$ cat src/rtl/alu_arbiter.sv
// Two-requester front-end for a shared ALU: arbitrates, registers operands onto the
// ALU inputs, captures result/zero and returns them on one ID-tagged response channel.
//
// state | meaning
// IDLE  | waiting for a request; grant computed from valids, granted side sees ready
// ISSUE | registered operands are on the ALU; result captured at end of cycle
// RESP  | response held on rsp_* until rsp_ready
module alu_arbiter #(
    parameter int WIDTH = 32,
    parameter int OPW   = 3,
    parameter int FAIR  = 1
) (
    input  logic             clk,
    input  logic             rst_n,
    input  logic             req0_valid,
    output logic             req0_ready,
    input  logic [WIDTH-1:0] req0_src1,
    input  logic [WIDTH-1:0] req0_src2,
    input  logic [OPW-1:0]   req0_op,
    input  logic             req1_valid,
    output logic             req1_ready,
    input  logic [WIDTH-1:0] req1_src1,
    input  logic [WIDTH-1:0] req1_src2,
    input  logic [OPW-1:0]   req1_op,
    output logic [WIDTH-1:0] alu_src1,
    output logic [WIDTH-1:0] alu_src2,
    output logic [OPW-1:0]   alu_control,
    input  logic [WIDTH-1:0] alu_result,
    input  logic             alu_zero,
    output logic             rsp_valid,
    input  logic             rsp_ready,
    output logic [WIDTH-1:0] rsp_result,
    output logic             rsp_zero,
    output logic             rsp_id
);

    typedef enum logic [1:0] {IDLE, ISSUE, RESP} state_t;

    state_t state, state_nxt;
    logic   last_grant;
    logic   grant1;
    logic   accept;

    always_ff @(posedge clk or negedge rst_n) begin
        if (!rst_n) state <= IDLE;
        else        state <= state_nxt;
    end

    always_comb begin
        grant1     = 1'b0;
        state_nxt  = state;
        req0_ready = 1'b0;
        req1_ready = 1'b0;
        accept     = 1'b0;
        // On a tie, round-robin hands the grant to whoever did not win last time.
        if (req0_valid && req1_valid) grant1 = (FAIR != 0) ? ~last_grant : 1'b0;
        else                          grant1 = req1_valid;
        case (state)
            IDLE: begin
                if (rst_n && (req0_valid || req1_valid)) begin
                    req0_ready = ~grant1;
                    req1_ready = grant1;
                    accept     = 1'b1;
                    state_nxt  = ISSUE;
                end
            end
            ISSUE:   state_nxt = RESP;
            RESP:    if (rsp_ready) state_nxt = IDLE;
            default: state_nxt = IDLE;
        endcase
    end

    always_ff @(posedge clk or negedge rst_n) begin
        if (!rst_n) begin
            alu_src1    <= '0;
            alu_src2    <= '0;
            alu_control <= '0;
            rsp_valid   <= 1'b0;
            rsp_result  <= '0;
            rsp_zero    <= 1'b0;
            rsp_id      <= 1'b0;
            last_grant  <= 1'b1;
        end else begin
            if (accept) begin
                alu_src1    <= grant1 ? req1_src1 : req0_src1;
                alu_src2    <= grant1 ? req1_src2 : req0_src2;
                alu_control <= grant1 ? req1_op   : req0_op;
                rsp_id      <= grant1;
                last_grant  <= grant1;
            end
            if (state == ISSUE) begin
                rsp_result <= alu_result;
                rsp_zero   <= alu_zero;
                rsp_valid  <= 1'b1;
            end else if (state == RESP && rsp_ready) begin
                rsp_valid <= 1'b0;
            end
        end
    end

endmodule

$ cat config.mk
export PLATFORM = sky130hd
export DESIGN_NAME = alu_arbiter
export DESIGN_NICKNAME = d
export VERILOG_FILES = /design/src/rtl/alu_arbiter.sv
export SDC_FILE = /design/constraint.sdc
export NUM_CORES = 1
export LEC_CHECK = 0
export CORE_MARGIN = 4
export CORE_UTILIZATION = 42
export CTS_BUF_LIST = sky130_fd_sc_hd__clkbuf_4 sky130_fd_sc_hd__clkbuf_8
export DETAILED_ROUTE_END_ITERATION = 7
export HOLD_SLACK_MARGIN = 0.03
export PLACE_DENSITY_LB_ADDON = 0.05
export SLEW_MARGIN = 20
export SYNTH_ARGS = -nofsm -noshare
export SYNTH_HDL_FRONTEND = slang
export SYNTH_SLANG_ARGS = --single-unit
$ cat constraint.sdc
create_clock -name clk -period 4.1 [get_ports clk]
set_input_delay 0.41 -clock clk [delete_from_list [all_inputs] [get_ports clk]]
set_output_delay 0.41 -clock clk [all_outputs]
set_load 0.01 [all_outputs]
# Word level (Yosys, flattened, before mapping)
# Index checks and enable logic that the tools add are counted.
[totals]
mem_bits_rw = 0
n_memories = 0
word_cells = 37
latchBits = 0
rom_bits = 0
output_inout_bits = 104
regBits = 105
[classes]
eq_ne = 4
div_mod_pow = 0
add_sub_neg = 0
reduce_logical = 7
n_bitwise = 2
muxes = 15
n_mul = 0
n_lt_le_gt_ge = 0
n_shift = 0
[op_table]
columns = ["operator", "count"]
rows = [
  ["$mux W32", 2],
  ["$mux W1", 9],
  ["$pmux W2 S3", 1],
  ["$mux W2", 2],
  ["$ne A2 B2 Y1 const B", 2],
  ["$logic_and A1 B1 Y1", 3],
  ["$mux W3", 1],
  ["$eq A2 B1 Y1 const B", 1],
  ["$eq A2 B2 Y1 const B", 1],
  ["$logic_not A2 Y1", 1],
  ["$not A1 Y1", 2],
  ["$reduce_and A2 Y1", 1],
  ["$reduce_bool A2 Y1", 1],
  ["$logic_or A1 B1 Y1", 1],
]

# Logic depth before layout (Yosys ltp)
[depth]
word_depth = 5
mapped_depth = 7
depth_no_buf = 4

# Worst setup path before layout
# Ideal clock, no wire load.
[synth_path]
kind = "input-to-output"
from = "input port req0_valid"
to = "output port req0_ready"
arrival_time_ps = 1254
n_path_buf = 3
cell_stages = 5
slack_ps = 2436
cell_sequence = "buf_2 > buf_2 > buf_1 > nand3_1 > inv_1"
[synth_via]
elab_chain_len = 5
word_cells_on_any_way = 7
classes_between = "mux (3); bitwise (1); reduce/logical (3)"
[synth_lines]
columns = ["item", "line_no", "rtl"]
rows = [
  ["from (decl)", "15", "input logic req0_valid,"],
  ["$logic_and A1 B1 Y1", "56", "if (req0_valid && req1_valid) grant1 = (FAIR != 0) ? ~last_grant : 1'b0;"],
  ["$mux W1", "56", ""],
  ["$not A1 Y1", "61", "req0_ready = ~grant1;"],
  ["$mux W1 (*)", "60", "if (rst_n && (req0_valid || req1_valid)) begin"],
  ["$mux W1 (*)", "58", "case (state)"],
  ["to (decl)", "16", "output logic req0_ready,"],
]
# Every way passes the cells marked *; elsewhere a longest branch is shown, timed or not.

# Worst setup path after layout
[layout_path]
from = "input port rst_n"
to = "output port req0_ready"
[layout_via]
elab_chain_len = 3
[layout_lines]
columns = ["item", "line_no", "rtl"]
rows = [
  ["from (decl)", "14", "input logic rst_n,"],
  ["$logic_and A1 B1 Y1", "60", ""],
  ["$mux W1", "60", ""],
  ["$mux W1", "58", ""],
]
# No other way between the ends.

==> summary.md <==
Run status
• **outcome** finished, final reports clean

STA
• **Layout Skew** 10.94 ps
• **max_slew headroom** 30.36%
• **post-route worst setup slack** 986.9 ps
• **number of hold violations in the final report** 0
• **final count of pins violating max slew** 0
• **slew of the pin with the lowest slew margin** 1045 ps
• **setup repair after global routing missed its margin** false
• **share of the clock period used by the worst path** 75.93%
• **highest clock frequency the design can meet** 0.3212 GHz
• **Post-Route Setup TNS** 0 ps
• **post-route minimum period** 3113 ps
• **count of endpoints failing setup in the final report** 0

Synthesis
• **sequential fraction of the synthesis area** 55.33%
• **post-synth cell types** 26
• **number of storage elements in the synthesis netlist** 105
• **nets in the synthesized netlist** 572
• **gate count of the mapped netlist** 400
• **Cell Area, Synth** 0.004751 sq mm
• **Synthesis Warnings** 0
• **Syn Area/Cell** 11.88 sq um

Hold path
• **Hold EP** rsp_id
• **startpoint of the worst hold path** rsp_id
• **WHS Path Cells** 1
• **type of the tightest min-delay check** reg -> reg

Clock network
• **H-tree lvl count** 3
• **count of instances resized after the clock tree is built** 0
• **CTS root buffer** sky130_fd_sc_hd__clkbuf_8
• **number of buffers on the longest clock path** 2
• **count of clock tree sinks** 105
• **TritonCTS clock tree** built
• **post-CTS setup repair buffer count** 0
• **clock latency reported for the late side of the worst-skew pair** 360 ps
• **number of buffers inserted during clock tree synthesis** 9
• **clock-pin slew of the registers on the worst-case setup and hold paths** 90 ps

Layout
• **end-of-flow core utilization** 70.78%
• **commonest cells after routing, fill and taps aside** 273 x sky130_fd_sc_hd__clkdlybuf4s50_1, 104 x sky130_fd_sc_hd__dfrtp_1, 68 x sky130_fd_sc_hd__nand2_1, 67 x sky130_fd_sc_hd__a221o_1, 37 x sky130_fd_sc_hd__nor3_1
• **number of standard cells in the layout, taps in and fillers out** 796
• **n_diodes** 0
• **area overhead of the layout relative to synthesis** 62.92%
• **net count of the finished layout** 823
• **share of final-layout standard cells stronger than drive strength 1** 14.33%
• **most common cell after layout, fill and taps aside** sky130_fd_sc_hd__clkdlybuf4s50_1

Critical path
• **slowest CP cell** sky130_fd_sc_hd__clkdlybuf4s50_1
• **start point of the critical path** rst_n
• **logic depth of the worst register-to-register path** 4
• **crit path kind** in -> out
• **FF-to-FF End** alu_src2[16]
• **category of the worst setup path capture point** output port
• **kind of launch point of the worst setup path** primary input
• **r2r startpoint** state[1]
• **critical-path cell list** dlygate4sd3_1 > buf_4 > nor3b_2 > nand3_1 > inv_1 > clkdlybuf4s50_1
• **data required time at the worst endpoint** 3690 ps
• **maximum fanout along the worst path** 43
• **longest individual stage delay on the worst path** 560 ps
• **WP data arrival** 2700 ps
• **slack of the worst reg-to-reg path** 2040 ps

Routing
• **violation count after the first detailed-routing iteration** 226
• **aggregate routed wire length** 15560 microns
• **M1 WL** 6248 microns
• **Via Count** 4297
• **DRC viols** 0
• **Routed met3 length** 1063 microns
• **routed len/inst** 19.55 microns
• **DRT antenna net count** 0
• **DR top layer** met4
• **met2 wire len** 7917 microns
• **detailed-router iteration count before antenna repair** 4
• **via density per instance** 5.398

Global routing
• **first-pass GRT wire length** 23900 microns
• **total global routing track utilization** 23.34%
• **number of antenna violations at the first check in global routing** 0
• **sum of overflow across all layers after global routing** 0
• **pin count of the biggest net entering global routing** 68
• **number of global-route vias before repair** 4522

Floorplan
• **area of the die** 0.01308 sq mm
• **Cell Rows** 38
• **x dimension of the die** 114.4 microns
• **initial core utilization** 43.44%
• **die span in y** 114.4 microns
• **area of the core** 0.01094 sq mm
• **io pins** 276

Power
• **maximum vdd ir drop** 0.3437 mV
• **Design Power** 4.750 mW
• **static leakage** 3.144 nW
• **Power Dens Cells** 613.7 mW/mm^2

Placed design
• **placement-stage worst setup slack** 1539 ps
• **placer congestion estimate** 0.7916
• **IO Port Bufs** 275
• **HPWL after detailed placement** 11490 microns
• **DP Cell Count** 779

Flow run
• **maxcap violations** 0

==> worst max-delay path: cells and delay by family <==
family | cells | cell delay, ps
buffers and inverters | 4 | 1660
and+or+nand+nor | 2 | 610
==> Yosys cell counts <==
library cell / instances / share of area, %
sky130_fd_sc_hd__a21o_1: 1 / 0.16
sky130_fd_sc_hd__a21oi_1: 1 / 0.11
sky130_fd_sc_hd__a221o_1: 67 / 14
sky130_fd_sc_hd__and2b_1: 1 / 0.16
sky130_fd_sc_hd__and3_1: 1 / 0.13
sky130_fd_sc_hd__buf_1: 1 / 0.079
sky130_fd_sc_hd__buf_2: 19 / 2.0
sky130_fd_sc_hd__buf_4: 1 / 0.16
sky130_fd_sc_hd__buf_6: 6 / 1.4
sky130_fd_sc_hd__clkbuf_1: 15 / 1.2
sky130_fd_sc_hd__dfrtp_1: 104 / 55
sky130_fd_sc_hd__dfstp_2: 1 / 0.55
sky130_fd_sc_hd__inv_1: 3 / 0.24
sky130_fd_sc_hd__mux2_2: 33 / 7.8
sky130_fd_sc_hd__nand2_1: 68 / 5.4
sky130_fd_sc_hd__nand2b_1: 1 / 0.13
sky130_fd_sc_hd__nand3_1: 1 / 0.11
sky130_fd_sc_hd__nor2_1: 2 / 0.16
sky130_fd_sc_hd__nor2b_1: 1 / 0.13
sky130_fd_sc_hd__nor3_1: 37 / 3.9
sky130_fd_sc_hd__nor3_2: 30 / 6.3
sky130_fd_sc_hd__nor3b_2: 1 / 0.26
sky130_fd_sc_hd__o21a_1: 2 / 0.32
sky130_fd_sc_hd__o21ai_0: 1 / 0.11
sky130_fd_sc_hd__o21ai_1: 1 / 0.11
sky130_fd_sc_hd__or3b_1: 1 / 0.18
==> worst max-delay path by stage <==
stage / endpoint / slack (ps) / depth (start not counted)
finish: req0_ready / 990 / 6
global route: req0_ready / 780 / 6
CTS: req0_ready / 950 / 6
detailed placement: req0_ready / 1540 / 5
global placement: req1_ready / 1590 / 4
floorplan: req0_ready / 2440 / 5
==> sequential cells by signal (all words and copies together), names as in the netlist <==
register,count
state,2
rsp_id,1
rsp_zero,1
alu_src2,32
alu_src1,32
last_grant,1
rsp_valid,1
rsp_result,32
alu_control,3
==> where the power goes <==
part | switching (mW) | leakage, nW | total [mW] | internal (mW)
logic | 0.892 | 1.77 | 2.28 | 1.39
registers | 0.299 | 1.28 | 1.83 | 1.53
clock network | 0.339 | 0.0987 | 0.644 | 0.304
==> kinds of logic (layout without fill, tap and decap cells) <==
| family | after synthesis | after routing | share of synthesized area [%] |
|---|---|---|---|
| AND/OR/NAND/NOR | 144 | 144 | 16.86 |
| flip-flops | 105 | 105 | 55.33 |
| AO/OA/AOI/OAI | 73 | 73 | 14.91 |
| buffers and inverters | 45 | 301 | 5.083 |
| multiplexers | 33 | 33 | 7.822 |
==> layer usage <==
metal | GRT usage [%] | up-vias
li1 | - | 1977
met1 | 28.54 | 2099
met2 | 40.75 | 196
met3 | 5.127 | 25
met4 | 8.076 | 0
met5 | 0 | -
==> per-stage QoR <==
| step | area, sq um | hold slack (ps) |
|---|---|---|
| 4_1_cts | 7740 | 508.9 |
| 2_1_floorplan | 4751 | 114.4 |
| 6_report | 7740 | 506.4 |
| 3_3_place_gp | 7530 | 418.9 |
| 5_1_grt | 7740 | 529.5 |
| 3_5_place_dp | 7530 | 420.4 |
==> repair_timing <==
item | CTS | global route
hold endpoints to repair | 31 | 0
hold buffers | 1 | 0
endpoints found under the setup margin | 0 | 0
==> final cells by class <==
type,instances,area (sq um)
Fill cell,831,3196
Timing Repair Buffer,282,2825
Sequential cell,105,2629
Multi-Input combinational cell,250,1899
Tap cell,140,175.2
Clock buffer,11,145.1
Clock inverter,5,55.05
Inverter,3,11.26
(Power assumes the default switching activity.)
